### src/rtl/hilo_muldiv_ctrl.sv
// hilo_muldiv_ctrl: iterative mul/div sequencer driving HI/LO write enables and data
module hilo_muldiv_ctrl #(
    parameter int DATA_WIDTH = 32,
    parameter int CNT_WIDTH  = $clog2(DATA_WIDTH) + 1
) (
    input  logic                  clk,
    input  logic                  reset,
    input  logic                  start,
    input  logic [2:0]            op,
    input  logic [DATA_WIDTH-1:0] rs_data,
    input  logic [DATA_WIDTH-1:0] rt_data,
    output logic                  busy,
    output logic                  done,
    output logic                  div_by_zero,
    output logic [1:0]            hi_we,
    output logic [1:0]            lo_we,
    output logic [DATA_WIDTH-1:0] hi_wdata,
    output logic [DATA_WIDTH-1:0] lo_wdata
);
    localparam int W = DATA_WIDTH;
    typedef enum logic [1:0] {IDLE, CALC, FIXUP, WRITE} state_t;
    state_t state;
    logic [W-1:0] acc_hi, acc_lo, opnd, rs_abs, rt_abs, diff, fix_hi, fix_lo;
    logic [CNT_WIDTH-1:0] cnt;
    logic is_div, neg_p, neg_r, zero_div, sgn_op, ge;
    logic [W:0] add_sum, shifted;
    logic [2*W-1:0] prod_neg;
    assign busy = state != IDLE;
    // acc_hi doubles as multiply high half / divide remainder; acc_lo as multiplier / quotient
    always_comb begin
        sgn_op   = ~op[0];
        rs_abs   = (sgn_op && rs_data[W-1]) ? -rs_data : rs_data;
        rt_abs   = (sgn_op && rt_data[W-1]) ? -rt_data : rt_data;
        add_sum  = {1'b0, acc_hi} + (acc_lo[0] ? {1'b0, opnd} : {(W+1){1'b0}});
        shifted  = {acc_hi, acc_lo[W-1]};
        ge       = shifted >= {1'b0, opnd};
        diff     = shifted[W-1:0] - opnd;
        prod_neg = -{acc_hi, acc_lo};
        fix_hi   = is_div ? (neg_r ? -acc_hi : acc_hi) : (neg_p ? prod_neg[2*W-1:W] : acc_hi);
        fix_lo   = neg_p ? (is_div ? -acc_lo : prod_neg[W-1:0]) : acc_lo;
    end
    always_ff @(posedge clk) begin
        if (reset) begin
            state       <= IDLE;
            cnt         <= '0;
            acc_hi      <= '0;
            acc_lo      <= '0;
            opnd        <= '0;
            is_div      <= 1'b0;
            neg_p       <= 1'b0;
            neg_r       <= 1'b0;
            zero_div    <= 1'b0;
            done        <= 1'b0;
            div_by_zero <= 1'b0;
            hi_we       <= 2'b00;
            lo_we       <= 2'b00;
            hi_wdata    <= '0;
            lo_wdata    <= '0;
        end else begin
            case (state)
                IDLE: begin
                    if (start && !op[2]) begin
                        is_div   <= op[1];
                        neg_p    <= sgn_op & (rs_data[W-1] ^ rt_data[W-1]);
                        neg_r    <= sgn_op & rs_data[W-1];
                        zero_div <= op[1] && rt_data == '0;
                        acc_hi   <= '0;
                        acc_lo   <= op[1] ? rs_abs : rt_abs;
                        opnd     <= op[1] ? rt_abs : rs_abs;
                        cnt      <= '0;
                        state    <= CALC;
                    end else if (start && op[2:1] == 2'b10) begin
                        hi_wdata <= rs_data;
                        lo_wdata <= rs_data;
                        hi_we    <= {2{~op[0]}};
                        lo_we    <= {2{op[0]}};
                        done     <= 1'b1;
                        state    <= WRITE;
                    end
                end
                CALC: begin
                    if (is_div) begin
                        acc_hi <= ge ? diff : shifted[W-1:0];
                        acc_lo <= {acc_lo[W-2:0], ge};
                    end else begin
                        {acc_hi, acc_lo} <= {add_sum, acc_lo[W-1:1]};
                    end
                    cnt <= cnt + 1'b1;
                    if (cnt == CNT_WIDTH'(W - 1))
                        state <= FIXUP;
                end
                FIXUP: begin
                    hi_wdata    <= fix_hi;
                    lo_wdata    <= fix_lo;
                    hi_we       <= zero_div ? 2'b00 : 2'b11;
                    lo_we       <= zero_div ? 2'b00 : 2'b11;
                    div_by_zero <= zero_div;
                    done        <= 1'b1;
                    state       <= WRITE;
                end
                default: begin
                    hi_we       <= 2'b00;
                    lo_we       <= 2'b00;
                    done        <= 1'b0;
                    div_by_zero <= 1'b0;
                    state       <= IDLE;
                end
            endcase
        end
    end
endmodule
### config.mk
export PLATFORM = sky130hd
export DESIGN_NAME = hilo_muldiv_ctrl
export DESIGN_NICKNAME = d
export VERILOG_FILES = /design/src/rtl/hilo_muldiv_ctrl.sv
export SDC_FILE = /design/constraint.sdc
export NUM_CORES = 1
export LEC_CHECK = 0
export ABC_CLOCK_PERIOD_IN_PS = 10000
export CAP_MARGIN = 15
export CORE_AREA = 8 8 181 200
export DETAILED_ROUTE_END_ITERATION = 8
export DIE_AREA = 0 0 189 208
export GPL_TIMING_DRIVEN = 0
export PLACE_DENSITY = 0.66
export SLEW_MARGIN = 20
export SYNTH_ARGS = -nofsm -noshare
export SYNTH_HDL_FRONTEND = slang
export SYNTH_SLANG_ARGS = --single-unit
### constraint.sdc
create_clock -name clk -period 10 [get_ports clk]
set_input_delay 1 -clock clk [delete_from_list [all_inputs] [get_ports clk]]
set_output_delay 1 -clock clk [all_outputs]
set_load 0.05 [all_outputs]
# After elaboration in Yosys (flattened, before gate mapping)
# Index checks and enable logic that the tools add are counted.
[op_classes]
eq_ne = 9
order_cmp = 1
reduce_logical = 17
bitwise_logic = 5
n_addsub = 8
muxes = 38
[ops]
columns = ["operator", "count"]
rows = [
  ["32-bit 2-to-1 mux", 17],
  ["32-bit one-hot mux with 2 select lines", 4],
  ["32-bit negator", 4],
  ["64-bit negator", 1],
  ["32-bit by 32-bit adder with 33-bit output", 1],
  ["33-bit by 32-bit >= comparator with 1-bit output", 1],
  ["32-bit logical NOT", 1],
  ["32-bit subtractor", 1],
  ["2-bit one-hot mux with 3 select lines", 3],
  ["2-bit 2-to-1 mux", 8],
  ["6-bit one-hot mux with 2 select lines", 1],
  ["2-bit inequality test, second input constant", 4],
  ["6-bit by 1-bit adder with 6-bit output, second input constant", 1],
  ["6-bit by 5-bit equality test with 1-bit output, second input constant", 1],
  ["6-bit 2-to-1 mux", 1],
  ["2-bit AND reduction", 3],
  ["3-bit AND reduction", 2],
  ["2-bit nonzero test", 3],
  ["1-bit logical AND", 5],
  ["2-bit equality test, second input constant", 2],
  ["3-bit inequality test, second input constant", 1],
  ["1-bit one-hot mux with 3 select lines", 1],
  ["1-bit AND", 2],
  ["2-bit by 1-bit equality test with 1-bit output, second input constant", 1],
  ["7 further kinds", 9],
]
[totals]
word_cells = 93
register_bits = 178
output_inout_bits = 71

# Logic depth before layout (Yosys ltp)
# Gate-level depths: netlist of run 1.
[depth]
ltp_word = 6
ltp_mapped = 14

# Worst setup path after synthesis of run 1
# Ideal clock, no wire load.
[synth_timing]
path_type = "input port to flip-flop"
from = "input rt_data[10]"
to = "register acc_lo[29]"
t_required_ns = 9.922
setup_time_ns = 0.078
cell_stages = 10
setup_slack_ns = 6.397
t_arrival_ns = 3.525
path_buffers = 1
path_cell_list = "or4_4 -> or4_1 -> buf_2 -> or4_4 -> o31ai_1 -> xnor2_1 -> nor2_1 -> a211oi_1 -> a211oi_1 -> nor3_1"
[synth_between]
elab_chain_cells = 5
[synth_rtl]
columns = ["item", "line", "text"]
rows = [
  ["from (decl)", "11", "input logic [DATA_WIDTH-1:0] rt_data,"],
  ["32-bit negator", "33", "rt_abs = (sgn_op && rt_data[W-1]) ? -rt_data : rt_data;"],
  ["32-bit 2-to-1 mux", "33", ""],
  ["32-bit 2-to-1 mux", "68", "acc_lo <= op[1] ? rs_abs : rt_abs;"],
  ["32-bit 2-to-1 mux", "62", "if (start && !op[2]) begin"],
  ["32-bit one-hot mux with 2 select lines", "60", "case (state)"],
  ["to (signal assigned)", "68", ""],
  ["to (signal assigned)", "84", "acc_lo <= {acc_lo[W-2:0], ge};"],
  ["to (signal assigned)", "86", "{acc_hi, acc_lo} <= {add_sum, acc_lo[W-1:1]};"],
  ["to (decl)", "23", "logic [W-1:0] acc_hi, acc_lo, opnd, rs_abs, rt_abs, diff, fix_hi, fix_lo;"],
]
# Every way passes these cells. The select of a mux whose other input is x is not followed.
# A chain may end at the register's enable or synchronous reset.

# Worst setup path after layout of run 1
[layout_timing]
from = "register acc_lo[0]"
to = "register acc_hi[29]"
[layout_between]
elab_chain_cells = 4
[layout_rtl]
columns = ["item", "line", "text"]
rows = [
  ["32-bit 2-to-1 mux", "34", "add_sum = {1'b0, acc_hi} + (acc_lo[0] ? {1'b0, opnd} : {(W+1){1'b0}});"],
  ["32-bit by 32-bit adder with 33-bit output", "34", ""],
  ["32-bit 2-to-1 mux", "82", "if (is_div) begin"],
  ["32-bit one-hot mux with 2 select lines", "60", ""],
  ["to (signal assigned)", "83", "acc_hi <= ge ? diff : shifted[W-1:0];"],
  ["to (signal assigned)", "86", ""],
  ["to (decl)", "23", ""],
]
# Every way passes these cells.

==> results of run 1 <==
[cell type report]
type                            instances  area (um2)
Clock buffer                           17         425
Buffer                                128         512
Inverter                               67         251
Timing Repair Buffer                  140        1400
Clock inverter                         15         166
Sequential cell                       176        3520
Fill cell                            3268       15500
Tap cell                              432         541
Multi-Input combinational cell       1632       10600
[Yosys cell counts, types with 10 or more instances]
cell	number
nor2_1	288
a21oi_1	180
dfxtp_1	176
nand2_1	154
a211oi_1	112
clkbuf_1	105
o21ai_0	97
xnor2_1	88
xor2_1	86
nor3_1	80
mux2i_1	74
ha_1	73
inv_1	67
a21o_1	43
o211ai_1	29
nand3_1	26
o31ai_1	23
a31oi_1	20
mux2_2	19
nor2b_1	19
nand2b_1	17
a22oi_1	15
or3_1	15
buf_1	14
nand4_1	14
nor4_1	14
o41ai_1	12
o21bai_1	10
[power by group through the flow]
stage / sequential, mW / clock (mW) / combinational [mW]
floorplan: 1.21 / 0 / 1.29
global placement: 1.02 / 0 / 2.18
detailed placement: 1.02 / 0 / 2.19
CTS: 1.01 / 0.703 / 2.21
global route: 1.03 / 0.734 / 2.39
finish: 1.01 / 0.707 / 2.24
[per-layer routing]
metal,vias to the layer above,share of wire (%)
met1,7721,40
li1,7549,-
met4,0,6.8
met5,-,0
met3,194,8.0
met2,761,45
[state kept, by name, summed over array words and instances, names as in the netlist]
name	count
acc_hi	32
acc_lo	32
cnt	6
div_by_zero	1
done	1
hi_wdata	32
hi_we	1
is_div	1
lo_wdata	32
lo_we	1
neg_p	1
neg_r	1
opnd	32
state	2
zero_div	1
[cells in the final DEF, fill, tap and decap left out, types with 43 or more instances in the layout]
| master | synthesis | routed |
|---|---|---|
| nor3_1 | 80 | 79 |
| a211oi_1 | 112 | 112 |
| mux2i_1 | 74 | 74 |
| nand2_1 | 154 | 154 |
| nor2_1 | 288 | 288 |
| ha_1 | 73 | 73 |
| a21o_1 | 43 | 43 |
| o21ai_0 | 97 | 97 |
| clkdlybuf4s50_1 | 0 | 139 |
| clkbuf_1 | 105 | 105 |
| inv_1 | 67 | 67 |
| xnor2_1 | 88 | 88 |
| a21oi_1 | 180 | 180 |
| xor2_1 | 86 | 86 |
| dfxtp_1 | 176 | 176 |
[final timing paths]
check	slack, ns	start	cells past startpoint	endpoint
worst max register to register	5.42	acc_lo[0]	13	acc_hi[29]
worst max-delay path	5.42	acc_lo[0]	13	acc_hi[29]
worst min-delay path	0.45	opnd[22]	2	opnd[22]
worst min register to register	0.45	opnd[22]	2	opnd[22]
[kinds of logic after synthesis]
group / after synthesis / share of synthesized area (%)
compound gates: 609 / 26.9
xor+xnor: 174 / 10.3
fa+ha+maj: 75 / 6.43
buf+inv: 195 / 5.14
flops: 176 / 23.7
mux: 93 / 6.44
simple gates: 681 / 21.0
[worst max-delay path, cell delays in order, from the launching register on]
cell	delay, ns
dfxtp_1	0.45
inv_1	0.42
clkbuf_1	0.43
nor2_1	0.09
ha_1	0.35
a21o_1	0.22
or3_1	0.30
o221a_2	0.28
o32ai_1	0.61
o211ai_1	0.26
a31o_2	0.34
a31oi_1	0.30
xnor2_1	0.13
a211o_1	0.29
[per-stage QoR]
stage          utilization [%]  area [um2]  cells
2_1_floorplan                -       14800   2003
3_3_place_gp              51.1       16800   2574
3_5_place_dp              51.1       16800   2575
4_1_cts                   52.9       17400   2607
5_1_grt                   52.9       17400   2607
6_report                  52.9       17400   2607
==> results.yml, run 1 <==
global_routing:
  grt_max_degree: 19
  antenna_found_initial: 0
  grtUsageMet1_pct: 39.2
  met3_usage_pct: 4.77
  overflow: 0
  grt_busiest_layer: "met2"
  grt_pass1_vias: 15269
  grtUsageMet2_pct: 50.7
  grt_pass1_wl_mm: 95.7
  grt_use_total_pct: 31.5
pwr:
  power.density_nw_per_um2: 228
  pwr-share-comb_pct: 56.6
  leakage_nw: 6.69
  clkPwrFrac_pct: 17.8
  p_sw_mw: 1.99
  cell_internal_pwr_mw: 1.97
  total_power_mw: 3.96
  share_seq_of_total_power_pct: 25.6
  sw_frac_of_total_pct: 50.2
  ir_drop_uv: 133
logic_synthesis:
  synth_cells: 2003
  avgSynthCellArea_um2: 7.41
  yosys-top-cells-area: "dfxtp_1 (24%), nor2_1 (7.3%), ha_1 (6.2%)"
  syn-num-nets: 2148
  syn-cell-area_um2: 14800
  synth_edf_count: 0
  synth.top_cell.area_share_pct: 23.7
  ys_types: 76
  ys_ff_latch: 176
  synth_warnings: 0
  synth_seq_area_share_pct: 23.7
  synth_top_flop_cell: "dfxtp_1"
  yosys.area.top_type: "dfxtp_1"
  synth_async_sr_flop_share_pct: 0
routing:
  dr.pass1.iters: 6
  wirelength_mm: 64.3
  wl_per_cell_um: 24.7
  drc_errors: 0
  first_iter_violations: 1750
  antenna_left: 0
  dr_total_vias: 16225
  vias_per_cell: 6.22
min_path:
  min_path_type: "reg2reg"
clock_network:
  clockBufferDepth: 2
  cts_sinks: 176
  cts_resized: 0
  root_buffer: "clkbuf_16"
  numCtsBuffers: 17
  h-tree-depth: 4
  cts_tree: "done"
  ctsHoldBuffers: 0
  postCtsSetupBuffers: 0
  insertion_delay_ns: 0.46
  clk_pin_slew_worst_paths_ns: 0.08
critical_path:
  cp-start-kind: "register"
  critPathMaxFanout: 10
  cp.arrival_ns: 4.93
  cp-end-kind: "register"
  critPathRequiredTime_ns: 10.35
  crit_type: "reg2reg"
status:
  outcome: "completed"
timing:
  tightest_slew_ns: 1.05
  post-route-period-util_pct: 45.8
  hold_viol_final: 0
  finalSetupTns_ns: 0
  setup_viol: 0
  fmax_mhz: 218
  fin_crit_ns: 4.58
  relSlewSlack_pct: 29.7
  hold_slack_ns: 0.455
  rsz0062_at_grt: "no"
  fin_skew_ns: 0.0161
  finalWorstSetupSlack_ns: 5.42
  slew_violations: 0
finish:
  syn2layout_area_growth_pct: 17.1
  num_antenna_cells: 0
  fin_nets: 2307
  drive_gt1_share_pct: 3.82
floorplanning:
  rows: 70
  die_area_um2: 39300
  core_area_um2: 32800
  die_x_um: 189
  ioPinCount: 141
  initial_utilization_pct: 45.2
  die_h_um: 208
place:
  gp_congestion: 1.04
  portBuffers: 139
  preCtsSetupSlack_ns: 5.14
  dpl.hpwl_mm: 51.7
job:
  cap_violations: 0
No activity file was read; power rests on OpenSTA's default activity.
==> run 2, diff against run 1 <==
- ABC_CLOCK_PERIOD_IN_PS: 10000 -> 3900
- PLACE_DENSITY: 0.66 -> 0.68
- clock period: 10 -> 3.9 ns (I/O delays scaled with it)
==> run 2 against run 1 <==
Critical path depth down 2. Non-clock buffer count up 3. Die area unchanged. Global-route usage up 0.31 points. Via count up 0.27%. Total power rose to 2.6 times the previous value. Clock power up 150%. First-iteration DRC count down 5.8%. Combinational power rose to 2.6 times the previous value. Clock-buffer cell count unchanged. Hold slack about the same. Core utilization up 0.26 points. Critical path type is now in2reg. Highest routed layer unchanged.
==> results.yml, run 2 (same netlist as run 1, synthesis figures left out) <==
clock_network:
  insertion_delay_ns: 0.45
  cts_sinks: 176
  numCtsBuffers: 17
  clk_pin_slew_worst_paths_ns: 0.08
  ctsHoldBuffers: 0
  h-tree-depth: 4
  clockBufferDepth: 2
  root_buffer: "clkbuf_16"
  cts_tree: "done"
min_path:
  min_path_type: "reg2reg"
  whs_path_depth: 2
floorplanning:
  rows: 70
  die_x_um: 189
  die_area_um2: 39300
  ioPinCount: 141
  die_h_um: 208
  initial_utilization_pct: 45.2
  core_area_um2: 32800
finish:
  drive_gt1_share_pct: 4.55
  stdcell_count: 2610
  fin_nets: 2310
  final_common_cell: "nor2_1"
  num_antenna_cells: 0
  mostFrequentLayoutCells: "nor2_1 (287), a21oi_1 (180), dfxtp_1 (175), nand2_1 (154), clkdlybuf4s50_1 (139)"
  syn2layout_area_growth_pct: 17.7
  fillerInstances: 3338
critical_path:
  cp_top_family: "simple AND/OR/NAND/NOR gates"
  crit_cells: 11
  cp.arrival_ns: 4.14
  cp-end-kind: "register"
  critPathRequiredTime_ns: 4.28
  crit_buf_inv: 2
  critPathMaxStageDelay_ns: 0.66
  crit_path_end: "acc_lo[27]"
  crit_type: "in2reg"
  critPathMaxFanout: 8
  path_cells: "clkdlybuf4s50_1 -> or4_4 -> or4_1 -> buf_2 -> or4_4 -> o41ai_2 -> xnor2_1 -> nor2_1 -> a211oi_1 -> a211oi_1 -> nor3_1"
  cp-start-kind: "primary input"
  r2r-end: "acc_hi[29]"
  rrSetupSlack_ns: 0.18
  rr_worst_depth: 13
  slowest_stage: "a211oi_1"
  r2r_start: "acc_lo[0]"
  critPathLaunch: "rt_data[8]"
pwr:
  pwr-share-comb_pct: 57.4
  p_sw_mw: 5.14
  leakage_nw: 6.72
  power.density_nw_per_um2: 584
  cell_internal_pwr_mw: 5.05
  sw_frac_of_total_pct: 50.4
  clkPwrFrac_pct: 17.2
  ir_drop_uv: 333
  share_seq_of_total_power_pct: 25.4
routing:
  drc_errors: 0
  wl_per_cell_um: 24.8
  antenna_left: 0
  dr.pass1.iters: 5
  vias_per_cell: 6.23
  dr_total_vias: 16268
  wirelength_mm: 64.8
  first_iter_violations: 1649
timing:
  finalSetupTns_ns: 0
  setup_viol: 0
  relSlewSlack_pct: 25.8
  fin_crit_ns: 3.76
  post-route-period-util_pct: 96.4
  hold_viol_final: 0
  fmax_mhz: 266
  slew_violations: 0
  tightest_slew_ns: 1.11
  fin_skew_ns: 0.0146
global_routing:
  grt_pass1_vias: 15465
  grt_use_total_pct: 31.8
  antenna_found_initial: 0
  grt_max_degree: 19
  overflow: 0
  grt_pass1_wl_mm: 96.7
place:
  portBuffers: 139
  dpl.hpwl_mm: 51.8
  gp_congestion: 1.02
  dp_cells: 2575
status:
  outcome: "completed"
job:
  cap_violations: 0
## run 2: worst min path at each step
stage / startpoint / end
CTS: opnd[5] / opnd[5]
floorplan: opnd[10] / opnd[10]
detailed placement: opnd[5] / opnd[5]
finish: opnd[26] / opnd[26]
global placement: opnd[21] / opnd[21]
global route: opnd[5] / opnd[5]
## run 2: per-stage QoR
stage          area (um2)  setup slack [ns]  util, %  total power, mW  hold WS, ns
2_1_floorplan       14800             0.564        -             6.40        0.432
3_3_place_gp        16800            -0.477     51.1             8.20        0.441
3_5_place_dp        16800            -0.530     51.1             8.27        0.447
4_1_cts             17400            0.0404     52.9             10.0        0.457
5_1_grt             17500          -0.00541     53.1             10.7        0.476
6_report            17500             0.142     53.1             10.2        0.455
## run 2: area by class of cell
class	instances	area [um2]	area share, %
Buffer	127	510	2.92
Tap cell	432	541	3.10
Clock buffer	17	425	2.44
Inverter	67	255	1.46
Sequential cell	176	3520	20.2
Timing Repair Buffer	144	1430	8.21
Clock inverter	15	150	0.860
Multi-Input combinational cell	1632	10600	60.8
## run 2: power groups by stage
stage	Sequential [mW]	Combinational (mW)	Clock, mW
5_1_grt	2.62	6.23	1.83
2_1_floorplan	3.09	3.31	0
4_1_cts	2.58	5.70	1.75
3_3_place_gp	2.60	5.61	0
6_report	2.59	5.85	1.75
3_5_place_dp	2.61	5.65	0
## run 2: repair_timing
action | 4_1_cts | 5_1_grt
setup endpoints to repair | 25 | 44
setup buffers | 1 | 3
cloned | 0 | 0
pin swaps | 1 | 1
hold endpoints to repair | 0 | 0
resized for setup | 7 | 11
## run 2: worst register-to-register path: cells and delay by family, from the launching register on
kind | cells | cell delay (ns)
xor gates and xnor gates | 1 | 0.11
buffers and inverters | 2 | 0.43
and+or+nand+nor | 2 | 0.42
DFF | 1 | 0.49
adders and majority gates | 1 | 0.28
AOI/OAI and AO/OA | 7 | 1.88
## run 2: metal layers
layer,share of wire (%),up-vias,GRT usage [%]
met1,40,7736,39.2
met2,45,755,50.8
li1,-,7568,-
met5,0,-,0
met4,7.1,0,19.8
met3,7.9,209,5.79
==> run 3, diff against run 2 <==
- CORE_AREA: 8 8 181 200 -> 2 2 175 194
- DIE_AREA: 0 0 189 208 -> 0 0 177 196
==> run 3 against run 2 <==
Sequential power is essentially flat. Die area shrank 12%. First-iteration DRC count shrank 6.4%. Clock-buffer cell count grew 2. Hold slack gained 0.00076 ns. Clock power shrank 2%. Final cell count is essentially flat. Critical path type is now reg2reg. Critical endpoint is now acc_hi[29]. Largest power group unchanged.
==> results.yml, run 3 (same netlist as run 1, synthesis figures left out) <==
global_routing:
  grt_pass1_wl_mm: 96.0
  met3_usage_pct: 4.83
  grt_use_total_pct: 37.0
  grtUsageMet1_pct: 46.3
  grt_max_degree: 17
  antenna_found_initial: 0
  grt_pass1_vias: 15461
  grt_busiest_layer: "met2"
  overflow: 0
  grtUsageMet2_pct: 60.0
finish:
  stdcell_area_um2: 17400
  fin_nets: 2308
  syn2layout_area_growth_pct: 17.2
  multi_input_area_um2: 10600
  stdcell_count: 2608
  regArea_um2: 3530
  final_common_cell: "nor2_1"
  drive_gt1_share_pct: 4.28
  mostFrequentLayoutCells: "nor2_1 (288), a21oi_1 (180), dfxtp_1 (175), nand2_1 (154), clkdlybuf4s50_1 (139)"
  fillerInstances: 3301
  final_core_util_pct: 53.0
critical_path:
  slowest_stage: "dfxtp_1"
  crit_top_cell: "nand4_1"
  crit_buf_inv: 2
  critPathMaxStageDelay_ns: 0.64
  critPathMaxFanout: 10
  cp-start-kind: "register"
  critPathRequiredTime_ns: 4.25
  crit_type: "reg2reg"
  cp_top_family: "simple AND/OR/NAND/NOR gates"
  cp-end-kind: "register"
  cp.arrival_ns: 4.10
  path_cells: "ha_1 -> nand4_1 -> nor4_1 -> nand4_1 -> a21oi_1 -> a2111oi_1 -> nand3_1 -> buf_4 -> buf_1 -> o21ai_0 -> a211o_1"
min_path:
  min_path_type: "reg2reg"
floorplanning:
  die_h_um: 196
  die_area_um2: 34700
  ioPinCount: 141
  rows: 70
  die_x_um: 177
  core_area_um2: 32800
  initial_utilization_pct: 45.2
clock_network:
  insertion_delay_ns: 0.46
  root_buffer: "clkbuf_16"
  clk_pin_slew_worst_paths_ns: 0.08
  h-tree-depth: 4
  ctsHoldBuffers: 0
  clockBufferDepth: 2
  cts_tree: "done"
  cts_sinks: 176
  numCtsBuffers: 17
timing:
  rsz0062_at_grt: "no"
  finalWorstSetupSlack_ns: 0.148
  fin_skew_ns: 0.0141
  relSlewSlack_pct: 30.3
  finalSetupTns_ns: 0
  post-route-period-util_pct: 96.2
  fin_crit_ns: 3.75
  tightest_slew_ns: 1.05
  slew_violations: 0
  fmax_mhz: 267
  hold_viol_final: 0
  hold_slack_ns: 0.455
  setup_viol: 0
routing:
  vias_per_cell: 6.24
  first_iter_violations: 1544
  wl_per_cell_um: 25.0
  drc_errors: 0
  dr.pass1.iters: 6
  antenna_left: 0
  wirelength_mm: 65.1
  dr_total_vias: 16271
status:
  outcome: "completed"
place:
  preCtsSetupSlack_ns: -0.573
  dpl_cell_area_um2: 16800
  portBuffers: 139
  gp_congestion: 1.03
  dp_cells: 2575
  dpl.hpwl_mm: 52.2
pwr:
  power.density_nw_per_um2: 583
  leakage_nw: 6.69
  total_power_mw: 10.1
  ir_drop_uv: 338
job:
  cap_violations: 0
[run 3: path summary, 6_finish.rpt]
| check | cells after the start | start | slack [ns] | end |
|---|---|---|---|---|
| setup / recovery | 11 | acc_hi[23] | 0.15 | acc_hi[29] |
| hold / removal | 2 | opnd[25] | 0.46 | opnd[25] |
| setup reg to reg | 11 | acc_hi[23] | 0.15 | acc_hi[29] |
| hold reg to reg | 2 | opnd[25] | 0.46 | opnd[25] |
[run 3: area by class of cell]
class	count	share of cell area (%)
Multi-Input combinational cell	1632	60.9
Tap cell	432	3.11
Sequential cell	176	20.3
Timing Repair Buffer	142	8.15
Antenna cell	1	0.0144
Inverter	67	1.47
Buffer	127	2.94
Clock inverter	12	0.575
Clock buffer	19	2.55
[run 3: metal layers]
layer  vias up  part of all wire [%]
li1       7559                     -
met1      7772                    40
met2       731                    46
met3       209                   7.3
met4         0                   6.7
met5         -                     0
[run 3: what timing repair did]
item | in CTS | in global routing
endpoints found under the setup margin | 29 | 34
setup buffers | 2 | 0
pin swaps | 1 | 0
resized for setup | 7 | 11
[run 3: worst min-delay path, stage by stage, from the launching register on]
cell and delay [ns]:
dfxtp_1 0.31, nand2_1 0.05, a21oi_1 0.05
[run 3: report_power, final]
| part | total [mW] | switching [mW] | internal, mW |
|---|---|---|---|
| registers | 2.60 | 0.415 | 2.18 |
| logic | 5.84 | 3.84 | 1.99 |
| clock network | 1.71 | 0.864 | 0.846 |
| total | 10.1 | 5.12 | 5.02 |
